===== config.mk =====
export PLATFORM = sky130hd
export DESIGN_NAME = rsa_job_sequencer
export DESIGN_NICKNAME = d
export VERILOG_FILES = /design/src/rtl/rsa_seq_pkg.sv /design/src/rtl/rsa_seq_watchdog.sv /design/src/rtl/rsa_job_sequencer.sv
export SDC_FILE = /design/constraint.sdc
export NUM_CORES = 2
export LEC_CHECK = 0
export ABC_AREA = 0
export ABC_CLOCK_PERIOD_IN_PS = 3400
export BUFFER_PORTS_ARGS = -buffer_cell sky130_fd_sc_hd__buf_2
export CORE_AREA = 10 10 604 606
export DETAILED_ROUTE_END_ITERATION = 10
export DIE_AREA = 0 0 614 616
export GPL_TIMING_DRIVEN = 0
export SYNTH_ARGS = -nofsm -noshare
export SYNTH_HDL_FRONTEND = slang
export SYNTH_SLANG_ARGS = --single-unit

===== constraint.sdc =====
create_clock -name clk -period 3.4 [get_ports clk]
set_clock_uncertainty 0.1 [all_clocks]
set_input_delay 0.51 -clock clk [delete_from_list [all_inputs] [get_ports clk]]
set_output_delay 0.51 -clock clk [all_outputs]
set_load 0.05 [all_outputs]

===== src/rtl/rsa_seq_pkg.sv =====
// Shared types and defaults for the RSA job sequencer and its watchdog.
package rsa_seq_pkg;

    localparam int DEFAULT_WIDTH = 128;

    typedef logic [31:0] wdog_count_t;

    typedef enum logic [2:0] {
        IDLE     = 3'd0,
        INV_RST  = 3'd1,
        INV_WAIT = 3'd2,
        EXP_RST  = 3'd3,
        EXP_WAIT = 3'd4,
        DONE     = 3'd5
    } seq_state_t;

endpackage


===== src/rtl/rsa_seq_watchdog.sv =====
// Saturating cycle counter shared by both finish-wait phases of the sequencer.
module rsa_seq_watchdog
    import rsa_seq_pkg::*;
(
    input  logic        clk,
    input  logic        reset_n,
    input  logic        clear,
    input  logic        enable,
    input  wdog_count_t limit,
    output logic        expired
);

    wdog_count_t count;
    logic [32:0] count_inc;

    assign count_inc = {1'b0, count} + 33'd1;

    // Expiry is judged on the post-increment value so the limit equals the number of sampled cycles.
    assign expired = enable && (limit != '0) && (count_inc == {1'b0, limit});

    always_ff @(posedge clk) begin
        if (!reset_n) begin
            count <= '0;
        end else if (clear) begin
            count <= '0;
        end else if (enable && (count != '1)) begin
            count <= count_inc[31:0];
        end
    end

endmodule


===== src/rtl/rsa_job_sequencer.sv =====
// Valid/ready job front end for one RSA control core: sequences the inverter and
// mod-exp start pulses, waits for each finish and returns the result message.
module rsa_job_sequencer
    import rsa_seq_pkg::*;
#(
    parameter int WIDTH          = DEFAULT_WIDTH,
    parameter int TIMEOUT_CYCLES = 1048576
) (
    input  logic                 clk,
    input  logic                 reset_n,
    input  logic                 req_valid,
    output logic                 req_ready,
    input  logic [WIDTH-1:0]     req_p,
    input  logic [WIDTH-1:0]     req_q,
    input  logic                 req_mode,
    input  logic [2*WIDTH-1:0]   req_msg,
    output logic                 rsp_valid,
    input  logic                 rsp_ready,
    output logic [2*WIDTH-1:0]   rsp_msg,
    output logic                 rsp_timeout,
    output logic                 busy,
    output logic [WIDTH-1:0]     core_p,
    output logic [WIDTH-1:0]     core_q,
    output logic                 core_encrypt_decrypt,
    output logic [2*WIDTH-1:0]   core_msg_in,
    output logic                 core_reset_inverter,
    output logic                 core_reset_mod_exp,
    input  logic                 core_inverter_finish,
    input  logic                 core_mod_exp_finish,
    input  logic [2*WIDTH-1:0]   core_msg_out
);

    localparam wdog_count_t TIMEOUT_LIMIT = wdog_count_t'(TIMEOUT_CYCLES);

    seq_state_t         state;
    seq_state_t         state_next;
    logic               blank;
    logic               accept;
    logic               inv_sample;
    logic               exp_sample;
    logic               wd_clear;
    logic               wd_enable;
    logic               wd_expired;
    logic [2*WIDTH-1:0] rsp_msg_next;
    logic               rsp_timeout_next;

    assign accept     = (state == IDLE) && req_valid && req_ready;
    assign inv_sample = (state == INV_WAIT) && !blank;
    assign exp_sample = (state == EXP_WAIT) && !blank;
    assign wd_clear   = (state == INV_RST) || (state == EXP_RST);
    assign wd_enable  = (inv_sample && !core_inverter_finish) ||
                        (exp_sample && !core_mod_exp_finish);

    rsa_seq_watchdog u_watchdog (
        .clk     (clk),
        .reset_n (reset_n),
        .clear   (wd_clear),
        .enable  (wd_enable),
        .limit   (TIMEOUT_LIMIT),
        .expired (wd_expired)
    );

    // The cycle right after a start pulse is blanked so a finish left over from the previous run is ignored.
    always_ff @(posedge clk) begin
        if (!reset_n) begin
            state <= IDLE;
            blank <= 1'b0;
        end else begin
            state <= state_next;
            blank <= wd_clear;
        end
    end

    always_comb begin
        state_next       = state;
        rsp_msg_next     = rsp_msg;
        rsp_timeout_next = rsp_timeout;
        case (state)
            IDLE: begin
                if (accept) begin
                    state_next = INV_RST;
                end
            end
            INV_RST: begin
                state_next = INV_WAIT;
            end
            INV_WAIT: begin
                if (inv_sample) begin
                    if (core_inverter_finish) begin
                        state_next = EXP_RST;
                    end else if (wd_expired) begin
                        state_next       = DONE;
                        rsp_msg_next     = '0;
                        rsp_timeout_next = 1'b1;
                    end
                end
            end
            EXP_RST: begin
                state_next = EXP_WAIT;
            end
            EXP_WAIT: begin
                if (exp_sample) begin
                    if (core_mod_exp_finish) begin
                        state_next       = DONE;
                        rsp_msg_next     = core_msg_out;
                        rsp_timeout_next = 1'b0;
                    end else if (wd_expired) begin
                        state_next       = DONE;
                        rsp_msg_next     = '0;
                        rsp_timeout_next = 1'b1;
                    end
                end
            end
            DONE: begin
                if (rsp_ready) begin
                    state_next = IDLE;
                end
            end
            default: begin
                state_next = IDLE;
            end
        endcase
    end

    // Status outputs are registered copies of the next state, so they line up with the state register.
    always_ff @(posedge clk) begin
        if (!reset_n) begin
            req_ready            <= 1'b0;
            busy                 <= 1'b0;
            rsp_valid            <= 1'b0;
            rsp_msg              <= '0;
            rsp_timeout          <= 1'b0;
            core_reset_inverter  <= 1'b0;
            core_reset_mod_exp   <= 1'b0;
            core_p               <= '0;
            core_q               <= '0;
            core_encrypt_decrypt <= 1'b0;
            core_msg_in          <= '0;
        end else begin
            req_ready           <= (state_next == IDLE);
            busy                <= (state_next != IDLE);
            rsp_valid           <= (state_next == DONE);
            rsp_msg             <= rsp_msg_next;
            rsp_timeout         <= rsp_timeout_next;
            core_reset_inverter <= (state_next == INV_RST);
            core_reset_mod_exp  <= (state_next == EXP_RST);
            if (accept) begin
                core_p               <= req_p;
                core_q               <= req_q;
                core_encrypt_decrypt <= req_mode;
                core_msg_in          <= req_msg;
            end
        end
    end

endmodule


==> summary.md <==
| Metric | Value |
|---|---|
| Outcome | `finished, final reports clean` |
| Post-DP Area | `roughly 45000 µm²` |
| Post-Syn Nets | `between 4k and 5k` |
| Post-DP HPWL | `between 300000 and 400000 µm` |
| # IOs | `~1.6k` |
| Wire per inst | `between 30 and 40 µm` |
| Antenna violation net count after detailed routing | `0` |
| CP Launch Type | `flop` |
| Clk_lat worst skew | `just over 0.8 ns` |
| Hold depth | `2` |
| Filler cells | `39.69k` |
| Cell Area, Synth | `about 32000 µm²` |
| Synthesized area per cell | `approximately 9.3 µm²` |
| Crit-path cells | `ha_2 > nand3_2 > nor4_4 > buf_4 > buf_4 > a41oi_1 > clkbuf_1 > clkbuf_1 > nand3_1 > xor2_1 > nor2_1` |
| Unrepaired setup endpoints after global routing | `no` |
| Drc violations | `0` |
| Max-slew headroom | `0.1661` |
| CTS tree | `built` |
| Chip width | `between 600 and 700 µm` |
| Fin crit period | `around 3.2 ns` |
| Final Hold Vio Count | `0` |
| Post-synth EDFFs | `0` |
| P per Cell Area | `515.7 nW/µm²` |
| GPL Wtd Cong | `0.9764` |
| Area of the multi-input gates | `between 10000 and 15000 µm²` |
| Compound-cell area share of the yosys netlist | `0.2286` |
| Seq cells post-synth | `811` |
| Nets | `6597` |
| Setup WS post-layout | `roughly 0.20 ns` |
| FF-to-FF setup slack | `~0.2 ns` |
| Layout cell share with drive strength beyond 1 | `0.3480` |
| Mapped Cells | `approximately 3.4k` |
| Htree depth | `3` |
| Seq/Total Area, Yosys | `0.5144` |
| Final setup fails | `0` |
| Critical Path RT | `roughly 4 ns` |
| Worst-Margin Slew | `approximately 1.3 ns` |
| Flip-flop and latch area | `approximately 16000 µm²` |
| M1 GR Usage | `0.1888` |
| Yosys warning count | `0` |
| Top cell type by total area after synthesis | `dfxtp_1` |
| Root buffer cell | `clkbuf_16` |
| XOR/XNOR Fraction of Synth Area | `0.01106` |
| Multiplexer area fraction after synthesis | `0.0009514` |
| Crit share post-route | `0.9422` |
| VDD IR max | `0.3904 mV` |
| Yosys cell types | `54` |
| Clk buf depth | `4` |
| Max-cap violations | `0` |
| Hold endpoint | `rsp_timeout` |
| Drt first pass iters | `7` |
| Adder-Cell Fraction of Synth Area | `0.0003964` |
| Lkg Pwr | `22.66 nW` |
| Number of global-route vias before repair | `35.22k` |
| Synth Area in Simple Gates | `0.2014` |
| Worst-path fanout max | `10` |
| CTS buffer count | `between 100 and 150` |
| Total track usage | `0.1711` |
| Busiest layer in global routing | `met2` |
| Place WS | `-0.7522 ns` |
| First-pass GRT wire length | `~420000 µm` |
| Initial Util | `0.08964` |
| FP Rows | `~220` |
| Top-area cell type share of the netlist area | `0.5144` |
| Layout area overhead | `81.31%` |
| GRT overflow | `0` |
| R2R Path Start | `u_watchdog.count[0]` |
| Via count | `between 30k and 40k` |
| Synth Flop Type | `dfxtp_1` |
| Commonest non-fill, non-tap cells in the layout | `buf_2, nand2_1, dfxtp_1` |
| Max incr delay on CP | `about 0.56 ns` |
| Worst-path clk slew | `0.06 ns` |
| Full die area | `approximately 380000 µm²` |
| Post-synthesis async set-or-reset flop share | `0` |
| FMAX | `312.1 MHz` |
| Crit path kind | `reg -> reg` |
| Num Clock Sinks | `about 810` |
| Met2 Use GR | `0.2919` |
| Initial antenna violation count | `269` |
| Hold Path Origin | `reset_n` |
| Post-layout instance area | `approximately 57000 µm²` |
| Pin count of the biggest net entering global routing | `16` |
| Via density per instance | `about 3.4` |
| Slowest cell on crit path | `clkbuf_1` |
| DIE HEIGHT | `between 600 and 700 µm` |
| Synth top area cells | `dfxtp_1, nand2_1, a21boi_0, a22oi_2, nor2b_1` |
| Largest family of logic cells by synthesized area | `compound AO/OA/AOI/OAI gates` |
| Final wirelength | `341200 µm` |
| Met3 usage | `0.08667` |
| Slew Limit Fails | `0` |
| Worst Hold Class | `in -> reg` |
| R2R depth | `11` |
| Commonest non-fill, non-tap cell in the layout | `buf_2` |
| DR iter-0 viols | `2741` |
| Core ar. | `roughly 350000 µm²` |
| CP endpoint kind | `flop` |
| Final TNS setup | `0 ns` |
| R2r endpoint | `u_watchdog.count[19]` |
| Arr. time, crit path | `around 3.8 ns` |
| Quantity of I/O buffers inserted on ports | `approximately 1.5k` |
[how the worst max path moves through the flow]
stage	from	endpoint	slack (ns)	cells past startpoint
after floorplan	u_watchdog.count[0]	rsp_msg[125]	0.48	11
after global placement	state[1]	core_p[77]	-1.38	8
after detailed placement	state[1]	core_p[77]	-0.75	8
after CTS	state[1]	core_msg_in[178]	0.02	8
after global routing	u_watchdog.count[16]	core_reset_mod_exp	0.001	10
final	u_watchdog.count[0]	u_watchdog.count[19]	0.20	11
[kinds of logic (layout without fill, tap and decap cells)]
kind of cell / after synthesis / count (layout)
xor gates and xnor gates: 39 / 39
muxes: 3 / 3
other: 0 / 135
adders and majority gates: 1 / 1
DFF: 811 / 811
and+or+nand+nor: 1448 / 1448
AOI/OAI and AO/OA: 805 / 805
buffers and inverters: 280 / 2799
[stage by stage]
step | instances | power (mW) | hold slack, ns | util
finish | 10771 | 29.51 | 0.1663 | 0.1625
global route | 10703 | 30.62 | 0.1046 | 0.1620
CTS | 10636 | 30.09 | 0.07819 | 0.1615
detailed placement | 9666 | 16.26 | 0.3536 | 0.1286
global placement | 9665 | 16.24 | 0.3490 | 0.1284
floorplan | 3387 | 13.38 | 0.3600 | -
[metal layers]
| metal | routed length (µm) | part of all wire |
|---|---|---|
| met1 | 126500 | 0.37 |
| met2 | 162200 | 0.48 |
| met3 | 41380 | 0.12 |
| met4 | 10380 | 0.030 |
| met5 | 766 | 0.0022 |
[worst max-delay path: cells and delay by family (launching register included)]
kind                     cells  cell delay [ns]
buffers and inverters        4             1.35
flip-flops                   1             0.36
AO/OA/AOI/OAI                1             0.40
adder cells (fa/ha/maj)      1             0.24
AND/OR/NAND/NOR              4             0.46
XOR/XNOR                     1             0.16
[Yosys cell counts (4+ instances only)]
| cell type | n |
|---|---|
| a21boi_0 | 514 |
| a21oi_1 | 4 |
| a22oi_1 | 21 |
| a22oi_2 | 236 |
| a31oi_1 | 6 |
| and2_1 | 4 |
| and3_1 | 8 |
| and4_1 | 4 |
| buf_2 | 24 |
| buf_6 | 7 |
| buf_8 | 20 |
| clkbuf_1 | 223 |
| dfxtp_1 | 811 |
| nand2_1 | 1047 |
| nand2b_1 | 4 |
| nand3_1 | 17 |
| nand4_1 | 16 |
| nor2_1 | 50 |
| nor2b_1 | 263 |
| nor3_1 | 9 |
| nor4_1 | 5 |
| o21ai_0 | 7 |
| or2_2 | 4 |
| xnor2_1 | 13 |
| xor2_1 | 25 |
[where the power goes]
group / switching, mW / internal (mW)
Clock: 5.05 / 7.54
Combinational: 4.85 / 1.78
Sequential: 0.275 / 10.0
Total: 10.2 / 19.3
[state kept, by name, summed over array words and instances, names as in the netlist]
signal and cells:
core_reset_mod_exp 1, rsp_msg 256, core_encrypt_decrypt 1, blank 1, core_msg_in 256, rsp_valid 1, state 3, u_watchdog.count 32
req_ready 1, busy 1, core_q 128, rsp_timeout 1, core_p 128, core_reset_inverter 1
[area by class of cell]
class | instances | area share
multi-input combinational | 2296 | 0.2444
antenna | 135 | 0.005903
clock buffer | 149 | 0.05378
sequential | 811 | 0.2837
inverter | 3 | 0.0001968
timing repair buffer | 2324 | 0.2715
tap | 4730 | 0.1034
buffer | 277 | 0.02442
clock inverter | 46 | 0.01266
[what timing repair did]
| action | 4_1_cts | 5_1_grt |
|---|---|---|
| pin swaps | 2 | 1 |
| cloned | 0 | 0 |
| hold buffers | 772 | 0 |
| endpoints found under the hold margin | 775 | 0 |
| buffers inserted | 3 | 0 |
| resized for setup | 15 | 22 |
| setup endpoints to repair | 671 | 348 |
Note: power is estimated with default switching activity, not from simulation.
